==> src/rtl/sp_arb_pkg.sv <==
// Shared types and constants for the two-port word-to-byte memory arbiter.
package sp_arb_pkg;

  typedef enum logic [1:0] {
    IDLE  = 2'd0,
    ISSUE = 2'd1,
    WAIT  = 2'd2,
    DONE  = 2'd3
  } state_t;

  localparam logic PORT0 = 1'b0;
  localparam logic PORT1 = 1'b1;

  localparam int BYTES_PER_WORD = 4;

  // Lowest enabled byte lane at or above 'from'. Result is {found, lane}.
  function automatic logic [2:0] next_byte(input logic [3:0] mask, input logic [2:0] from);
    logic [2:0] r;
    r = 3'b000;
    for (int i = BYTES_PER_WORD - 1; i >= 0; i--) begin
      if (mask[i] && (i >= int'(from))) r = {1'b1, 2'(i)};
    end
    return r;
  endfunction

endpackage

==> src/rtl/rr_arb2.sv <==
// Two-requester arbiter: fixed priority to port 0, or alternate on contention.
module rr_arb2
  import sp_arb_pkg::*;
#(
  parameter int FIXED_PRIORITY = 0
) (
  input  logic       clk,
  input  logic       rst,
  input  logic [1:0] req,
  input  logic       take,
  output logic       gnt,
  output logic       any
);

  // Port preferred on the next contention; it is the one not granted last.
  logic ptr;

  // Grant selection: a lone requester always wins.
  always_comb begin
    any = |req;
    gnt = PORT0;
    if (req == 2'b11) begin
      gnt = (FIXED_PRIORITY != 0) ? PORT0 : ptr;
    end else if (req[1]) begin
      gnt = PORT1;
    end
  end

  // Pointer moves to the other port after every accepted grant.
  always_ff @(posedge clk) begin
    if (rst) begin
      ptr <= PORT0;
    end else if (take && any) begin
      ptr <= ~gnt;
    end
  end

endmodule

==> src/rtl/sp_mem_arbiter.sv <==
// Shares one byte-wide single-port memory between two word-wide request ports.
module sp_mem_arbiter
  import sp_arb_pkg::*;
#(
  parameter int FIXED_PRIORITY = 0
) (
  input  logic        clk,
  input  logic        rst,
  input  logic        p0_read,
  input  logic        p0_write,
  input  logic [31:0] p0_addr,
  input  logic [31:0] p0_wdata,
  input  logic [3:0]  p0_wmask,
  output logic [31:0] p0_rdata,
  output logic        p0_resp,
  input  logic        p1_read,
  input  logic        p1_write,
  input  logic [31:0] p1_addr,
  input  logic [31:0] p1_wdata,
  input  logic [3:0]  p1_wmask,
  output logic [31:0] p1_rdata,
  output logic        p1_resp,
  output logic        mem_read,
  output logic        mem_write,
  output logic [31:0] mem_addr,
  output logic [7:0]  mem_wdata,
  input  logic [7:0]  mem_rdata,
  input  logic        mem_resp
);

  state_t      state, state_nxt;
  logic        gnt_port;
  logic        op_write;
  logic [31:0] addr_l;
  logic [31:0] wdata_l;
  logic [3:0]  mask_l;
  logic [1:0]  idx;
  logic [31:0] rdata_l;

  logic [1:0]  req;
  logic        arb_gnt, arb_any;
  logic        sel_rd, sel_wr;
  logic [31:0] sel_addr, sel_wdata;
  logic [3:0]  sel_mask;
  logic [2:0]  first_nb, next_nb;

  assign req = {p1_read | p1_write, p0_read | p0_write};

  rr_arb2 #(
    .FIXED_PRIORITY(FIXED_PRIORITY)
  ) u_arb (
    .clk (clk),
    .rst (rst),
    .req (req),
    .take(state == IDLE),
    .gnt (arb_gnt),
    .any (arb_any)
  );

  // Request of the winning port; read wins over write, reads touch every lane.
  always_comb begin
    sel_rd    = (arb_gnt == PORT1) ? p1_read  : p0_read;
    sel_wr    = (arb_gnt == PORT1) ? p1_write : p0_write;
    sel_addr  = (arb_gnt == PORT1) ? p1_addr  : p0_addr;
    sel_wdata = (arb_gnt == PORT1) ? p1_wdata : p0_wdata;
    sel_mask  = sel_rd ? 4'hF : ((arb_gnt == PORT1) ? p1_wmask : p0_wmask);
    first_nb  = next_byte(sel_mask, 3'd0);
    next_nb   = next_byte(mask_l, {1'b0, idx} + 3'd1);
  end

  // State register.
  always_ff @(posedge clk) begin
    if (rst) begin
      state <= IDLE;
    end else begin
      state <= state_nxt;
    end
  end

  // Next-state logic.
  always_comb begin
    state_nxt = state;
    case (state)
      IDLE:    if (arb_any) state_nxt = first_nb[2] ? ISSUE : DONE;
      ISSUE:   state_nxt = WAIT;
      WAIT:    if (mem_resp) state_nxt = next_nb[2] ? ISSUE : DONE;
      DONE:    state_nxt = IDLE;
      default: state_nxt = IDLE;
    endcase
  end

  // Transaction datapath: capture the granted request, then walk the byte lanes.
  always_ff @(posedge clk) begin
    if (state == IDLE && arb_any) begin
      gnt_port <= arb_gnt;
      op_write <= sel_wr && !sel_rd;
      addr_l   <= sel_addr;
      wdata_l  <= sel_wdata;
      mask_l   <= sel_mask;
      idx      <= first_nb[1:0];
    end else if (state == WAIT && mem_resp) begin
      if (!op_write) rdata_l[{idx, 3'b000} +: 8] <= mem_rdata;
      idx <= next_nb[1:0];
    end
  end

  // Outputs decode from state so they are quiet outside their owning state.
  always_comb begin
    mem_read  = (state == ISSUE) && !op_write;
    mem_write = (state == ISSUE) && op_write;
    mem_addr  = (state == ISSUE) ? ((addr_l & ~32'h3) + 32'(idx)) : 32'h0;
    mem_wdata = (state == ISSUE) ? wdata_l[{idx, 3'b000} +: 8] : 8'h0;
    p0_resp   = (state == DONE) && (gnt_port == PORT0);
    p1_resp   = (state == DONE) && (gnt_port == PORT1);
    p0_rdata  = (p0_resp && !op_write) ? rdata_l : 32'h0;
    p1_rdata  = (p1_resp && !op_write) ? rdata_l : 32'h0;
  end

endmodule

==> config.mk <==
export PLATFORM = sky130hd
export DESIGN_NAME = sp_mem_arbiter
export DESIGN_NICKNAME = d
export VERILOG_FILES = /design/src/rtl/sp_arb_pkg.sv /design/src/rtl/rr_arb2.sv /design/src/rtl/sp_mem_arbiter.sv
export SDC_FILE = /design/constraint.sdc
export NUM_CORES = 1
export LEC_CHECK = 0
export ABC_AREA = 1
export CORE_MARGIN = 2
export CORE_UTILIZATION = 49
export CTS_CLUSTER_SIZE = 12
export DETAILED_ROUTE_END_ITERATION = 10
export DONT_BUFFER_PORTS = 1
export PLACE_DENSITY_LB_ADDON = 0.2
export SLEW_MARGIN = 20
export SYNTH_ARGS = -nofsm -noshare
export SYNTH_HDL_FRONTEND = slang
export SYNTH_SLANG_ARGS = --single-unit
==> constraint.sdc <==
create_clock -name clk -period 11.28 [get_ports clk]
set_clock_uncertainty 0.2 [all_clocks]
set_input_delay 1.128 -clock clk [delete_from_list [all_inputs] [get_ports clk]]
set_output_delay 1.128 -clock clk [all_outputs]
set_load 0.1 [all_outputs]
# [Word-level counts from Yosys, hierarchy flattened]
# Cells that the tools add are included.
[totals] reg_bits=107 elab_cells=79 in_bits=151 out_inout_bits=108
[classes] shifts=3 n_bitwise=6 magnitude_cmp=4 n_addsub=3 n_reduce_logical=20 n_eq_ne=6 mux=28
[ops] op="$mux W32" n=5
[ops] op="$add A32 B2 Y32" n=1
[ops] op="$bwmux W32" n=1
[ops] op="$shift A8 B7 Y32 const A" n=1
[ops] op="$shiftx A32 B6 Y8" n=1
[ops] op="$shiftx A8 B7 Y32" n=1
[ops] op="$mux W3" n=8
[ops] op="$logic_and A1 B1 Y1" n=13
[ops] op="$mux W2" n=6
[ops] op="$mux W4" n=2
[ops] op="$mux W8" n=1
[ops] op="$pmux W2 S4" n=1
[ops] op="$neg A5 Y7" n=1
[ops] op="$eq A2 B2 Y1 const B" n=3
[ops] op="$ge A1 B3 Y1 const A" n=2
[ops] op="$ge A2 B3 Y1 const A" n=2
[ops] op="$mux W1" n=4
[ops] op="$ne A2 B2 Y1 const B" n=2
[ops] op="$not A1 Y1" n=4
[ops] op="$add A2 B1 Y3 const B" n=1
[ops] op="$reduce_and A3 Y1" n=1
[ops] op="$eq A2 B1 Y1 const B" n=1
[ops] op="$logic_not A1 Y1" n=2
[ops] op="$logic_not A2 Y1" n=1
[ops] op="other kinds (4)" n=5

# [Longest topological paths before layout]
[logic_depth] ltp_word=12 depth_mapped=11 mapped_depth_nobuf=10

# [Cells and area by module]
# A second synthesis with hierarchy kept.
[hier_totals] hier_cells=695 area_unflattened_um2=5566.6
[modules_own_cells] mod="sp_mem_arbiter" n_inst=1 area_per_inst_um2=5507.8 cells_per_inst=687
[modules_own_cells] mod="rr_arb2" n_inst=1 area_per_inst_um2=58.8 cells_per_inst=8

# [Least setup slack after synthesis]
# OpenSTA, ideal clock, no wires.
[synth_timing] path_kind="register to output" startpoint="register state[1]" endpoint="output port p0_rdata[10]" t_required_ns=9.952 slack_ns=5.468 stages_incl_launch_ff=6 arrival_time_ns=4.484 cell_sequence="dfxtp_1 > inv_1 > nor3_1 > nand2_1 > clkbuf_1 > nor2_1"
[synth_via] elab_chain_cells=4
[synth_lines] item="start: declaration" line_no="sp_mem_arbiter.sv:31" rtl="state_t state, state_nxt;"
[synth_lines] item="start signal: assignment" line_no="sp_mem_arbiter.sv:76" rtl="state <= state_nxt;"
[synth_lines] item="$eq A2 B2 Y1" line_no="sp_mem_arbiter.sv:113" rtl="p0_resp = (state == DONE) && (gnt_port == PORT0);"
[synth_lines] item="$logic_and A1 B1 Y1" line_no="sp_mem_arbiter.sv:113"
[synth_lines] item="named net p0_resp" line_no="sp_mem_arbiter.sv:15" rtl="output logic p0_resp,"
[synth_lines] item="$logic_and A1 B1 Y1" line_no="sp_mem_arbiter.sv:115" rtl="p0_rdata = (p0_resp && !op_write) ? rdata_l : 32'h0;"
[synth_lines] item="$mux W32" line_no="sp_mem_arbiter.sv:115"
[synth_lines] item="end: declaration" line_no="sp_mem_arbiter.sv:14" rtl="output logic [31:0] p0_rdata,"
# The timed path passes the listed nets, and every way through them passes these cells.

# [Final worst setup path]
[layout_timing] startpoint="register state[0]" endpoint="output port p1_rdata[9]"
[layout_via] elab_chain_cells=4
[layout_lines] item="$eq A2 B2 Y1" line_no="sp_mem_arbiter.sv:114" rtl="p1_resp = (state == DONE) && (gnt_port == PORT1);"
[layout_lines] item="$logic_and A1 B1 Y1" line_no="sp_mem_arbiter.sv:114"
[layout_lines] item="named net p1_resp" line_no="sp_mem_arbiter.sv:22" rtl="output logic p1_resp,"
[layout_lines] item="$logic_and A1 B1 Y1" line_no="sp_mem_arbiter.sv:116" rtl="p1_rdata = (p1_resp && !op_write) ? rdata_l : 32'h0;"
[layout_lines] item="$mux W32" line_no="sp_mem_arbiter.sv:116"
[layout_lines] item="end: declaration" line_no="sp_mem_arbiter.sv:21" rtl="output logic [31:0] p1_rdata,"
# The timed path passes the listed nets, and every way through them passes these cells.

==> impl_metrics.tcl <==
set metrics [dict create \
    status "finished, final reports clean" \
    core_area_mm2 0.01094 \
    cts_tree "yes" \
    relSlewSlack_pct 26.06 \
    cp.required_ns 9.95 \
    fillCellCount 990 \
    drt_first_pass_iters 4 \
    area_delta_synth_final_pct 13.50 \
    ys_seq_area_share_pct 56.43 \
    root_buffer "clkbuf_16" \
    insertedDiodeCount 0 \
    clock-sinks 105 \
    grt_overflow 0 \
    routabilityCongestion 0.8908 \
    drc 0 \
    fin_ws_ns 6.458 \
    synth-seq-cells 105 \
    startpoint_type "flop" \
    clk_pin_slew_ns 0.07 \
    drive_gt1_share_pct 21.85 \
    pre_cts_ws_ns 6.795 \
    cp_data_arrival_time_ns 3.49 \
    critPathKind "flop to output port" \
    drt_wl_total_um 12770 \
    postCtsSetupBuffers 0 \
    dieHeight_um 110.3 \
    clkLatencyLatePin_ns 0.34 \
    finalSetupViolations 0 \
    drtIter0Drc 188 \
    ctsResizeCount 0 \
    fmax_mhz 207.4 \
    syn_nets 844 \
    ys_types 30 \
    io_buffers 0 \
    wl_per_cell_um 15.53 \
    finalMaxSlewViolations 0 \
    numCtsBuffers 9 \
    fp-row-count 38 \
    netlist_area_mm2 0.005534 \
    dieArea_mm2 0.01216 \
    r2r_cells 5 \
    cts_htree_levels 3 \
    dp_hpwl_um 9520 \
    crit_path_end_kind "output port" \
    grt_usage_pct 20.35 \
    max-cap-violations 0 \
    final_core_utilization_pct 57.44 \
    power_density_mw_per_mm2 258.7 \
    grt_pass1_vias 3839 \
    vias 4224 \
    antenna_left 0 \
    ys_warn_count 0 \
    grt_max_degree 70 \
    antenna_found_initial 0 \
    syn_inst 687 \
    rsz0062_at_grt "no" \
    hold_class "flop to flop" \
    tightest_slew_ns 1.108 \
    power_mw 1.625 \
    sw_frac_of_total_pct 46.66 \
    vias_per_cell 5.139 \
    fin_crit_sh_pct 42.75 \
    p_int_mw 0.8667 \
    ir_worst_vdd_mv 0.1198 \
    r2r_slack_ns 7.81 \
    postCtsHoldBufs 0 \
    syn_avg_cell_area_um2 8.055 \
    nNetsFinal 835 \
    fin_setup_tns_ns 0 \
    ioPinCount 259 \
    crit_fanout 32 \
    p_clk_share_pct 20.0 \
    period_needed_ns 4.822 \
    initial_core_util_pct 50.61 \
    seq_power_share_pct 37.1 \
    cts.path.max_buffers 2 \
    p_sw_mw 0.7582 \
    hold_viol_final 0 \
    combPwrFrac_pct 42.9 \
    grt_pass1_wl_um 18420 \
    die_w_um 110.3 \
    whs_path_depth 2 \
    power.leakage_nw 2.770 \
]
-- critical path, stage by stage (launching register included) --
cell	delay, ns
dfxtp_1	0.41
and3_1	0.87
nand2_2	0.78
nor2_2	1.08
-- cells in the final DEF (no fill, tap or decap), types with 6 or more instances in the layout --
cell,count
nand2_1,208
edfxtp_1,102
nor2_2,99
inv_1,91
nor2_1,68
o21ai_0,19
nand3_1,14
a21oi_2,10
clkbuf_16,10
buf_4,10
nor3_1,9
nand2_2,6
ha_1,6
-- cell usage after synthesis, drive strengths merged --
master | number | share of area [%]
ha | 6 | 1.4
and3 | 1 | 0.11
a22oi | 1 | 0.14
clkinv | 1 | 0.068
dfxtp | 3 | 1.1
a21oi | 11 | 1.1
a21boi | 1 | 0.14
o22ai | 3 | 0.34
nor3 | 10 | 0.90
nor2 | 169 | 12
o21bai | 1 | 0.20
nand3b | 2 | 0.27
nand2 | 215 | 15
buf | 8 | 0.84
o21ai | 20 | 2.0
a211oi | 1 | 0.14
nand3 | 15 | 1.4
a31oi | 1 | 0.11
clkbuf | 23 | 1.6
edfxtp | 102 | 55
inv | 93 | 6.3
-- layer usage --
layer	up-vias	global-route usage, %	part of all wire (%)
li1	2100	-	-
met1	1908	22.75	38
met2	194	36.99	52
met3	22	5.232	7.8
met4	0	7.946	2.3
met5	-	0	0
-- layout make-up --
class	instances	area, um^2	area share [%]
multi-input combinational	457	2221	35.36
tap	140	175.2	2.789
clock buffer	9	225.2	3.586
timing repair buffer	11	100.1	1.594
sequential	105	3123	49.72
inverter	94	352.8	5.618
clock inverter	6	83.83	1.335
-- registers in the layout, summed over array words and instances (netlist names) --
name	count
idx	2
mask_l	4
state	2
wdata_l	32
u_arb.ptr	1
gnt_port	1
addr_l	30
rdata_l	32
op_write	1
-- worst paths after layout --
| kind | startpoint | endpoint |
|---|---|---|
| worst max-delay path | state[0]$_SDFFE_PP0P_ | p1_rdata[9] |
| worst min-delay path | state[1]$_SDFFE_PP0P_ | state[1]$_SDFFE_PP0P_ |
| worst max register to register | idx[0]$_DFFE_PP_ | rdata_l[2]$_DFFE_PP_ |
| worst min register to register | state[1]$_SDFFE_PP0P_ | state[1]$_SDFFE_PP0P_ |
-- power by group through the flow --
stage	Combinational [mW]	Clock, mW	Sequential, mW
final	0.697	0.325	0.603
after global routing	0.758	0.344	0.615
after global placement	0.693	0	0.609
after CTS	0.704	0.330	0.605
after floorplan	0.588	0	0.591
after detailed placement	0.701	0	0.613
-- kinds of logic (layout without fill, tap and decap cells) --
| logic type | Yosys count | count (layout) | synth area share, % |
|---|---|---|---|
| and+or+nand+nor | 412 | 412 | 29.23 |
| buffers and inverters | 125 | 120 | 8.772 |
| DFF | 105 | 105 | 56.43 |
| AOI/OAI and AO/OA | 39 | 39 | 4.206 |
| adders and majority gates | 6 | 6 | 1.357 |
-- through the flow --
step | instance area, um^2 | cells | hold slack (ns)
after CTS | 6281 | 822 | 0.3354
after floorplan | 5534 | 687 | 0.2822
after global placement | 5972 | 807 | 0.2954
final | 6281 | 822 | 0.3490
after detailed placement | 5972 | 807 | 0.3171
after global routing | 6281 | 822 | 0.3749
Note: power is estimated with default switching activity, not from simulation.
